$ cat config.mk
export PLATFORM = sky130hd
export DESIGN_NAME = vec_sq_accum_flat
export DESIGN_NICKNAME = d
export VERILOG_FILES = /design/src/rtl/vec_sq_accum_if.sv /design/src/rtl/vec_sq_accum.sv /design/src/flat_wrapper.sv
export SDC_FILE = /design/constraint.sdc
export NUM_CORES = 1
export LEC_CHECK = 0
export BUFFER_PORTS_ARGS = -buffer_cell sky130_fd_sc_hd__buf_2
export CAP_MARGIN = 10
export CORE_MARGIN = 1
export CORE_UTILIZATION = 60
export DETAILED_ROUTE_END_ITERATION = 12
export HOLD_SLACK_MARGIN = 0.12
export MAX_ROUTING_LAYER = met4
export PLACE_DENSITY = 0.83
export SLEW_MARGIN = 10
export SYNTH_ARGS = -nofsm -noshare
export SYNTH_HDL_FRONTEND = slang
export SYNTH_SLANG_ARGS = --single-unit
$ cat constraint.sdc
create_clock -name clk -period 9 [get_ports clk]
set_input_delay 0 -clock clk [delete_from_list [all_inputs] [get_ports clk]]
set_output_delay 0 -clock clk [all_outputs]
set_load 0.01 [all_outputs]
$ cat src/rtl/vec_sq_accum_if.sv
// Handshake/bus bundle between the core/ALU side and the sum-of-squares accumulator.
// master = core/ALU driver side, slave = accumulator block.
interface vec_sq_accum_if #(
  parameter int ACC_W = 40,
  parameter int LEN_W = 16
);
  logic             Start;
  logic [LEN_W-1:0] VecLen;
  logic             Abort;
  logic             InValid;
  logic [31:0]      InData;
  logic             InReady;
  logic             Vec_en;
  logic             Busy;
  logic             Done;
  logic [ACC_W-1:0] Result;
  logic             Overflow;

  modport master (
    output Start, VecLen, Abort, InValid, InData,
    input  InReady, Vec_en, Busy, Done, Result, Overflow
  );

  modport slave (
    input  Start, VecLen, Abort, InValid, InData,
    output InReady, Vec_en, Busy, Done, Result, Overflow
  );
endinterface

$ cat src/rtl/vec_sq_accum.sv
// Accumulates ALU sum-of-squares outputs over a programmed vector length and
// reports the final sum through a Start/Done handshake.
module vec_sq_accum #(
  parameter int ACC_W = 40,
  parameter int LEN_W = 16
) (
  input  logic           clk,
  input  logic           rst,
  vec_sq_accum_if.slave  bus
);

  typedef enum logic [1:0] {
    IDLE = 2'd0,
    RUN  = 2'd1,
    DONE = 2'd2
  } state_t;

  state_t           state_q, state_d;
  logic [ACC_W-1:0] acc_q, acc_d;
  logic [ACC_W-1:0] result_q, result_d;
  logic [LEN_W-1:0] cnt_q, cnt_d;
  logic [LEN_W-1:0] len_q, len_d;
  logic             ovf_run_q, ovf_run_d;
  logic             ovf_q, ovf_d;

  logic [ACC_W:0]   sum_s;
  logic             last_s;

  // The extra top bit is the carry out of the accumulator.
  assign sum_s  = {1'b0, acc_q} + (ACC_W+1)'(bus.InData);
  assign last_s = (cnt_q == (len_q - LEN_W'(1)));

  // All state and datapath registers; rst clears everything.
  always_ff @(posedge clk) begin
    if (rst) begin
      state_q   <= IDLE;
      acc_q     <= '0;
      result_q  <= '0;
      cnt_q     <= '0;
      len_q     <= '0;
      ovf_run_q <= 1'b0;
      ovf_q     <= 1'b0;
    end else begin
      state_q   <= state_d;
      acc_q     <= acc_d;
      result_q  <= result_d;
      cnt_q     <= cnt_d;
      len_q     <= len_d;
      ovf_run_q <= ovf_run_d;
      ovf_q     <= ovf_d;
    end
  end

  // Next-state and datapath update. Overflow of the running job is kept
  // separately so an aborted job leaves the published flag untouched.
  always_comb begin
    state_d   = state_q;
    acc_d     = acc_q;
    result_d  = result_q;
    cnt_d     = cnt_q;
    len_d     = len_q;
    ovf_run_d = ovf_run_q;
    ovf_d     = ovf_q;
    case (state_q)
      IDLE: begin
        if (bus.Start) begin
          if (bus.VecLen != '0) begin
            state_d   = RUN;
            len_d     = bus.VecLen;
            acc_d     = '0;
            cnt_d     = '0;
            ovf_run_d = 1'b0;
          end else begin
            state_d  = DONE;
            result_d = '0;
            ovf_d    = 1'b0;
          end
        end else begin
          state_d = IDLE;
        end
      end
      RUN: begin
        if (bus.Abort) begin
          state_d = IDLE;
        end else if (bus.InValid) begin
          acc_d     = sum_s[ACC_W-1:0];
          cnt_d     = cnt_q + LEN_W'(1);
          ovf_run_d = ovf_run_q | sum_s[ACC_W];
          if (last_s) begin
            state_d  = DONE;
            result_d = sum_s[ACC_W-1:0];
            ovf_d    = ovf_run_q | sum_s[ACC_W];
          end else begin
            state_d = RUN;
          end
        end else begin
          state_d = RUN;
        end
      end
      DONE: begin
        state_d = IDLE;
      end
      default: begin
        state_d = IDLE;
      end
    endcase
  end

  // Handshake outputs decode straight from the state register.
  assign bus.InReady  = (state_q == RUN);
  assign bus.Vec_en   = (state_q == RUN);
  assign bus.Busy     = (state_q == RUN);
  assign bus.Done     = (state_q == DONE);
  assign bus.Result   = result_q;
  assign bus.Overflow = ovf_q;

endmodule

$ cat src/flat_wrapper.sv
// flat-port wrapper written by rule: the top's interface ports become plain ports
module vec_sq_accum_flat 
#(
  parameter int ACC_W = 40,
  parameter int LEN_W = 16
)
  (clk, rst, bus_Start, bus_VecLen, bus_Abort, bus_InValid, bus_InData, bus_InReady, bus_Vec_en, bus_Busy, bus_Done, bus_Result, bus_Overflow);
  vec_sq_accum_if #(.ACC_W(ACC_W), .LEN_W(LEN_W)) bus_i ();
  input  logic clk;
  input  logic rst;
  input wire logic [$bits(bus_i.Start)-1:0] bus_Start;
  input wire logic [$bits(bus_i.VecLen)-1:0] bus_VecLen;
  input wire logic [$bits(bus_i.Abort)-1:0] bus_Abort;
  input wire logic [$bits(bus_i.InValid)-1:0] bus_InValid;
  input wire logic [$bits(bus_i.InData)-1:0] bus_InData;
  output wire logic [$bits(bus_i.InReady)-1:0] bus_InReady;
  output wire logic [$bits(bus_i.Vec_en)-1:0] bus_Vec_en;
  output wire logic [$bits(bus_i.Busy)-1:0] bus_Busy;
  output wire logic [$bits(bus_i.Done)-1:0] bus_Done;
  output wire logic [$bits(bus_i.Result)-1:0] bus_Result;
  output wire logic [$bits(bus_i.Overflow)-1:0] bus_Overflow;
  assign bus_i.Start = bus_Start;
  assign bus_i.VecLen = bus_VecLen;
  assign bus_i.Abort = bus_Abort;
  assign bus_i.InValid = bus_InValid;
  assign bus_i.InData = bus_InData;
  assign bus_InReady = bus_i.InReady;
  assign bus_Vec_en = bus_i.Vec_en;
  assign bus_Busy = bus_i.Busy;
  assign bus_Done = bus_i.Done;
  assign bus_Result = bus_i.Result;
  assign bus_Overflow = bus_i.Overflow;
  vec_sq_accum #(.ACC_W(ACC_W), .LEN_W(LEN_W)) u_core (.clk(clk), .rst(rst), .bus(bus_i));
endmodule
# Word level (Yosys, flattened, before mapping)
# Index checks and enable logic that the tools add are counted.
# Widths: inputs -> output; s select.
totals:
  ff_bits: 116
  out_inout_bits: 45
classes:
  n_addsub: 3
  eq_ne: 9
  muxes: 33
  bitwise: 1
  reduce_logical: 6
ops:
  columns: ["cell", "n"]
  rows:
  - ["$mux 40", 9]
  - ["$pmux 40 s2", 2]
  - ["$mux 16", 4]
  - ["$add 40x32->41", 1]
  - ["$pmux 16 s2", 1]
  - ["$add 16x1->16 const B", 1]
  - ["$eq 16x16->1", 1]
  - ["$reduce_bool 16->1", 1]
  - ["$sub 16x1->16 const B", 1]
  - ["$mux 2", 5]
  - ["$mux 1", 9]
  - ["$ne 2x2->1 const B", 4]
  - ["$reduce_and 6->1", 1]
  - ["$reduce_and 5->1", 1]
  - ["$ne 2x1->1 const B", 2]
  - ["$pmux 1 s2", 2]
  - ["$pmux 2 s2", 1]
  - ["$reduce_and 3->1", 1]
  - ["$eq 2x1->1 const B", 1]
  - ["$eq 2x2->1 const B", 1]
  - ["$logic_not 2->1", 1]
  - ["$reduce_bool 2->1", 1]
  - ["$or 1x1->1", 1]

# Longest topological paths before layout
logic_depth:
  word_depth: 6
  ltp_mapped: 13
  depth_no_buf: 11

# Least setup slack after synthesis
# No wires, ideal clock.
synth_path:
  path_kind: "register -> register"
  startpoint: "register u_core.len_q[0]"
  endpoint: "register u_core.result_q[34], in the netlist u_core.bus.Result[34]"
  setup_ns: 0.070
  arrival_time_ns: 3.568
  required_ns: 8.930
  setup_slack_ns: 5.361
  path_stages_with_launch: 13
  n_path_buf: 1
  period_less_slack_ns: 3.639
  cell_sequence: "dfxtp_1 > inv_1 > ha_1 > or4b_4 > o41ai_2 > a21oi_1 > or4_1 > or4b_1 > or4_4 > nor2b_4 > buf_6 > or3_1 > a21oi_1"
synth_between:
  elab_chain_cells: 4
synth_rtl:
  columns: ["item", "line_no", "source"]
  rows:
  - ["from (decl)", "vec_sq_accum.sv:22", "logic [LEN_W-1:0] len_q, len_d;"]
  - ["from (signal assigned)", "vec_sq_accum.sv:48", "len_q <= len_d;"]
  - ["$sub 16x1->16", "vec_sq_accum.sv:31", "assign last_s = (cnt_q == (len_q - LEN_W'(1)));"]
  - ["$eq 16x16->1", "vec_sq_accum.sv:31", null]
  - ["$ne 2x1->1 (no line)", null, null]
  - ["$reduce_and 6->1 (no line)", null, null]
  - ["to (signal assigned)", "vec_sq_accum.sv:46", "result_q <= result_d;"]
  - ["to (decl)", "vec_sq_accum.sv:20", "logic [ACC_W-1:0] result_q, result_d;"]
# No other way between the ends.
# A chain may end at the register's enable or synchronous reset.

# Worst setup path in the final report
layout_path:
  startpoint: "register u_core.len_q[0]"
  endpoint: "register u_core.result_q[36], in the netlist u_core.bus.Result[36]"
# Same word-level chain as after synthesis.

==> run summary <==
Die W: 108 um
Status: finished, final reports clean
R2r endpoint: u_core.bus.Result[36]
Clk_lat worst skew: 0.41 ns
Hold_sp: bus_Start
GRT overflow: 0
WHS Endpoint: u_core.state_q[1]
Worst hold stages: 5
Critical path class: reg -> reg
DRC Markers: 0
# fillers: 860
Crit. End Element: flop
Maximum vdd drop: 0.195 mV
Initial DRC Count: 386
Number of synthesized flops with an enable pin: 0
PD cells: 167 nW/um2
Final Hold Fails: 0
Post-CTS Setup Inserts: 0
DR vias/cell: 5.90
Clk_skew: 0.00677 ns
Startpoint type of the worst setup path: flop
Leakage: 3.57 nW
Post-synthesis sequential area ratio: 34.2%
Area Growth Syn to Fin: 18.2%
Hold Crit Class: in -> reg
# nets final: 1,023
Placed Cells: 1,036
Vias after detailed routing: 6,401
Design Area, Final: 8030 um2
Syn nets: 931
YS warnings: 0
Placed Area: 7300 um2
Worst-Margin Slew: 1.14 ns
Share of cells above drive strength 1: 14.6%
FP Rows: 38
Data required, critical path: 9.30 ns
Final period util: 46.9%
Mean Syn Cell Area: 8.06 um2
Largest net degree at the start of global routing: 99
Reg clk slew, reported paths: 0.05 ns
FF-to-FF Start: u_core.len_q[0]
Total Wirelength: 17,300 um
CTS Root Cell: clkbuf_16
H-tree levels: 4
FMAX: 237 MHz
Core Region: 10,900 um2
Post-synth ARST share: 0%
RD Place Congestion: 0.903
Max Root-Sink Buffers: 2
Seq cells post-synth: 116
CTS sink count: 116
Post-DR wirelength/cell: 15.9 um
CTS Buf Count: 17
Initial Utilization: 62.1%
Worst EP arrival: 4.52 ns
All-Layer GR Usage: 31.1%
Dpl hpwl: 11,400 um
Util after Layout: 73.5%
Total negative setup slack: 0 ns
Die ar.: 11,800 um2
Final setup violation count: 0
Global-route wire length before repair: 27,600 um
Final Max Slew Viols: 0
R2R cell count: 12
Max-capacitance violation count: 0
Mapped Area: 6790 um2
ANT nets after route: 0
DRT Pass-1 Iters: 7
Antenna violations before repair: 0
RSZ-0062 raised after global routing: false
Die height: 108 um
Max-slew headroom: 23.6%
Final min period: 4.22 ns
R2r setup slk: 4.78 ns
IO Count: 98
Top_reg_cell synth: dfxtp_1
Post-synth cell types: 66
Diode count: 0
Synthesized instance count: 843
Port Buffer Count: 97
Non-Filler Instances: 1,085
CTS tree: done
Vias in the first global route: 5,964
Max Fanout on Critical Path: 38
-- flip-flops by register name, indices dropped and copies added, names as in the netlist --
name / count
u_core.acc_q: 40
u_core.bus.Result: 40
u_core.cnt_q: 16
u_core.len_q: 16
u_core.state_q: 2
u_core.bus.Overflow: 1
u_core.ovf_run_q: 1
-- metal layers --
layer | up-vias | share of wire, % | track usage [%]
met1 | 2985 | 44 | 37.6
met2 | 221 | 48 | 49.9
li1 | 3164 | - | -
met4 | 0 | 1.9 | 12.4
met3 | 31 | 5.9 | 7.17
met5 | - | 0 | -
-- worst max path at each step --
| stage | startpoint | end | cells after the start |
|---|---|---|---|
| final | u_core.len_q[0] | u_core.bus.Result[36] | 12 |
| after global routing | u_core.len_q[0] | u_core.bus.Result[36] | 12 |
| after global placement | u_core.len_q[0] | u_core.bus.Result[36] | 12 |
| after floorplan | u_core.len_q[0] | u_core.bus.Result[34] | 12 |
| after detailed placement | u_core.len_q[0] | u_core.bus.Result[36] | 12 |
| after CTS | u_core.len_q[0] | u_core.bus.Result[36] | 12 |
-- power by group --
group	switching (mW)	internal (mW)
logic	0.112	0.0743
registers	0.0123	0.525
clock network	0.220	0.394
total	0.345	0.993
-- synth_stat cells (3+ instances only) --
cell type	instances	area, um2
dfxtp_1	116	2320
nor2_1	112	420
nand2_1	95	357
a21oi_1	77	385
mux2i_1	44	440
clkbuf_1	42	158
ha_1	34	425
xnor2_1	33	289
xor2_1	31	272
nand3_1	27	135
o21ai_0	24	120
a21o_1	16	120
nor3_1	14	70.1
inv_1	13	48.8
nand4_1	12	75.1
a211oi_1	11	82.6
or3_1	11	68.8
a31oi_1	10	62.6
nor2b_1	10	62.6
nand2b_1	9	56.3
nand3b_1	9	67.6
and3_1	8	50.1
nor4_1	7	43.8
o211ai_1	7	52.6
a22o_1	6	52.6
and2_1	5	31.3
o31ai_1	5	37.5
a22oi_1	3	22.5
-- repair_timing --
| action | 4_1_cts | 5_1_grt |
|---|---|---|
| endpoints found under the hold margin | 20 | 0 |
| hold buffers | 20 | 0 |
| gates resized for setup | 0 | 0 |
-- through the flow --
step	hold slack [ns]	setup WS [ns]	power (mW)
detailed placement	0.257	4.79	0.721
finish	0.186	4.78	1.34
global placement	0.251	4.95	0.718
global route	0.200	4.52	1.39
CTS	0.167	4.78	1.34
floorplan	0.144	5.36	0.674
-- cell families after synthesis --
family / after synthesis / share of synthesized area [%]
compound gates: 188 / 17.5
xor+xnor: 64 / 8.25
fa+ha+maj: 35 / 6.56
buf+inv: 62 / 3.79
flops: 116 / 34.2
mux: 44 / 6.48
simple gates: 334 / 23.3
-- cells in the final DEF (no fill, tap or decap), types with 3 or more instances in the layout --
cell	synthesis	layout
ha_1	34	34
nand2b_1	9	9
buf_2	1	97
nor2_1	112	112
and3_1	8	8
a21o_1	16	16
and2_1	5	5
xnor2_1	33	33
o31ai_1	5	5
nand3b_1	9	9
a22oi_1	3	3
dlygate4sd3_1	0	20
o211ai_1	7	7
xor2_1	31	31
nor3_1	14	14
o21ai_0	24	24
clkinv_2	0	3
nor2b_1	10	10
a31oi_1	10	10
buf_4	2	5
clkbuf_16	0	17
nand3_1	27	27
inv_1	13	13
nand4_1	12	12
mux2i_1	44	44
a21oi_1	77	75
or3_1	11	11
nor4_1	7	7
dfxtp_1	116	116
nand2_1	95	95
clkbuf_8	0	3
clkbuf_1	42	4
a211oi_1	11	11
a22o_1	6	6
-- worst max-delay path: stages (launching register included) --
cell     delay, ns
dfxtp_1       0.35
inv_1         0.07
ha_1          0.25
or4b_4        0.50
o41ai_2       0.24
a21oi_1       0.10
or4_1         0.51
or3b_2        0.45
nor4_1        0.62
a21oi_4       0.10
buf_4         0.32
nor2b_1       0.27
a22o_1        0.31
-- area by class of cell --
cell class | count | area (um2) | share of cell area (%)
Multi-Input combinational cell | 665 | 4230 | 52.6
Timing Repair Buffer | 122 | 723 | 9.00
Clock inverter | 5 | 52.6 | 0.654
Clock buffer | 24 | 482 | 6.00
Tap cell | 140 | 175 | 2.18
Inverter | 13 | 48.8 | 0.607
Sequential cell | 116 | 2320 | 28.9
Power figures use the tool's default switching activity.
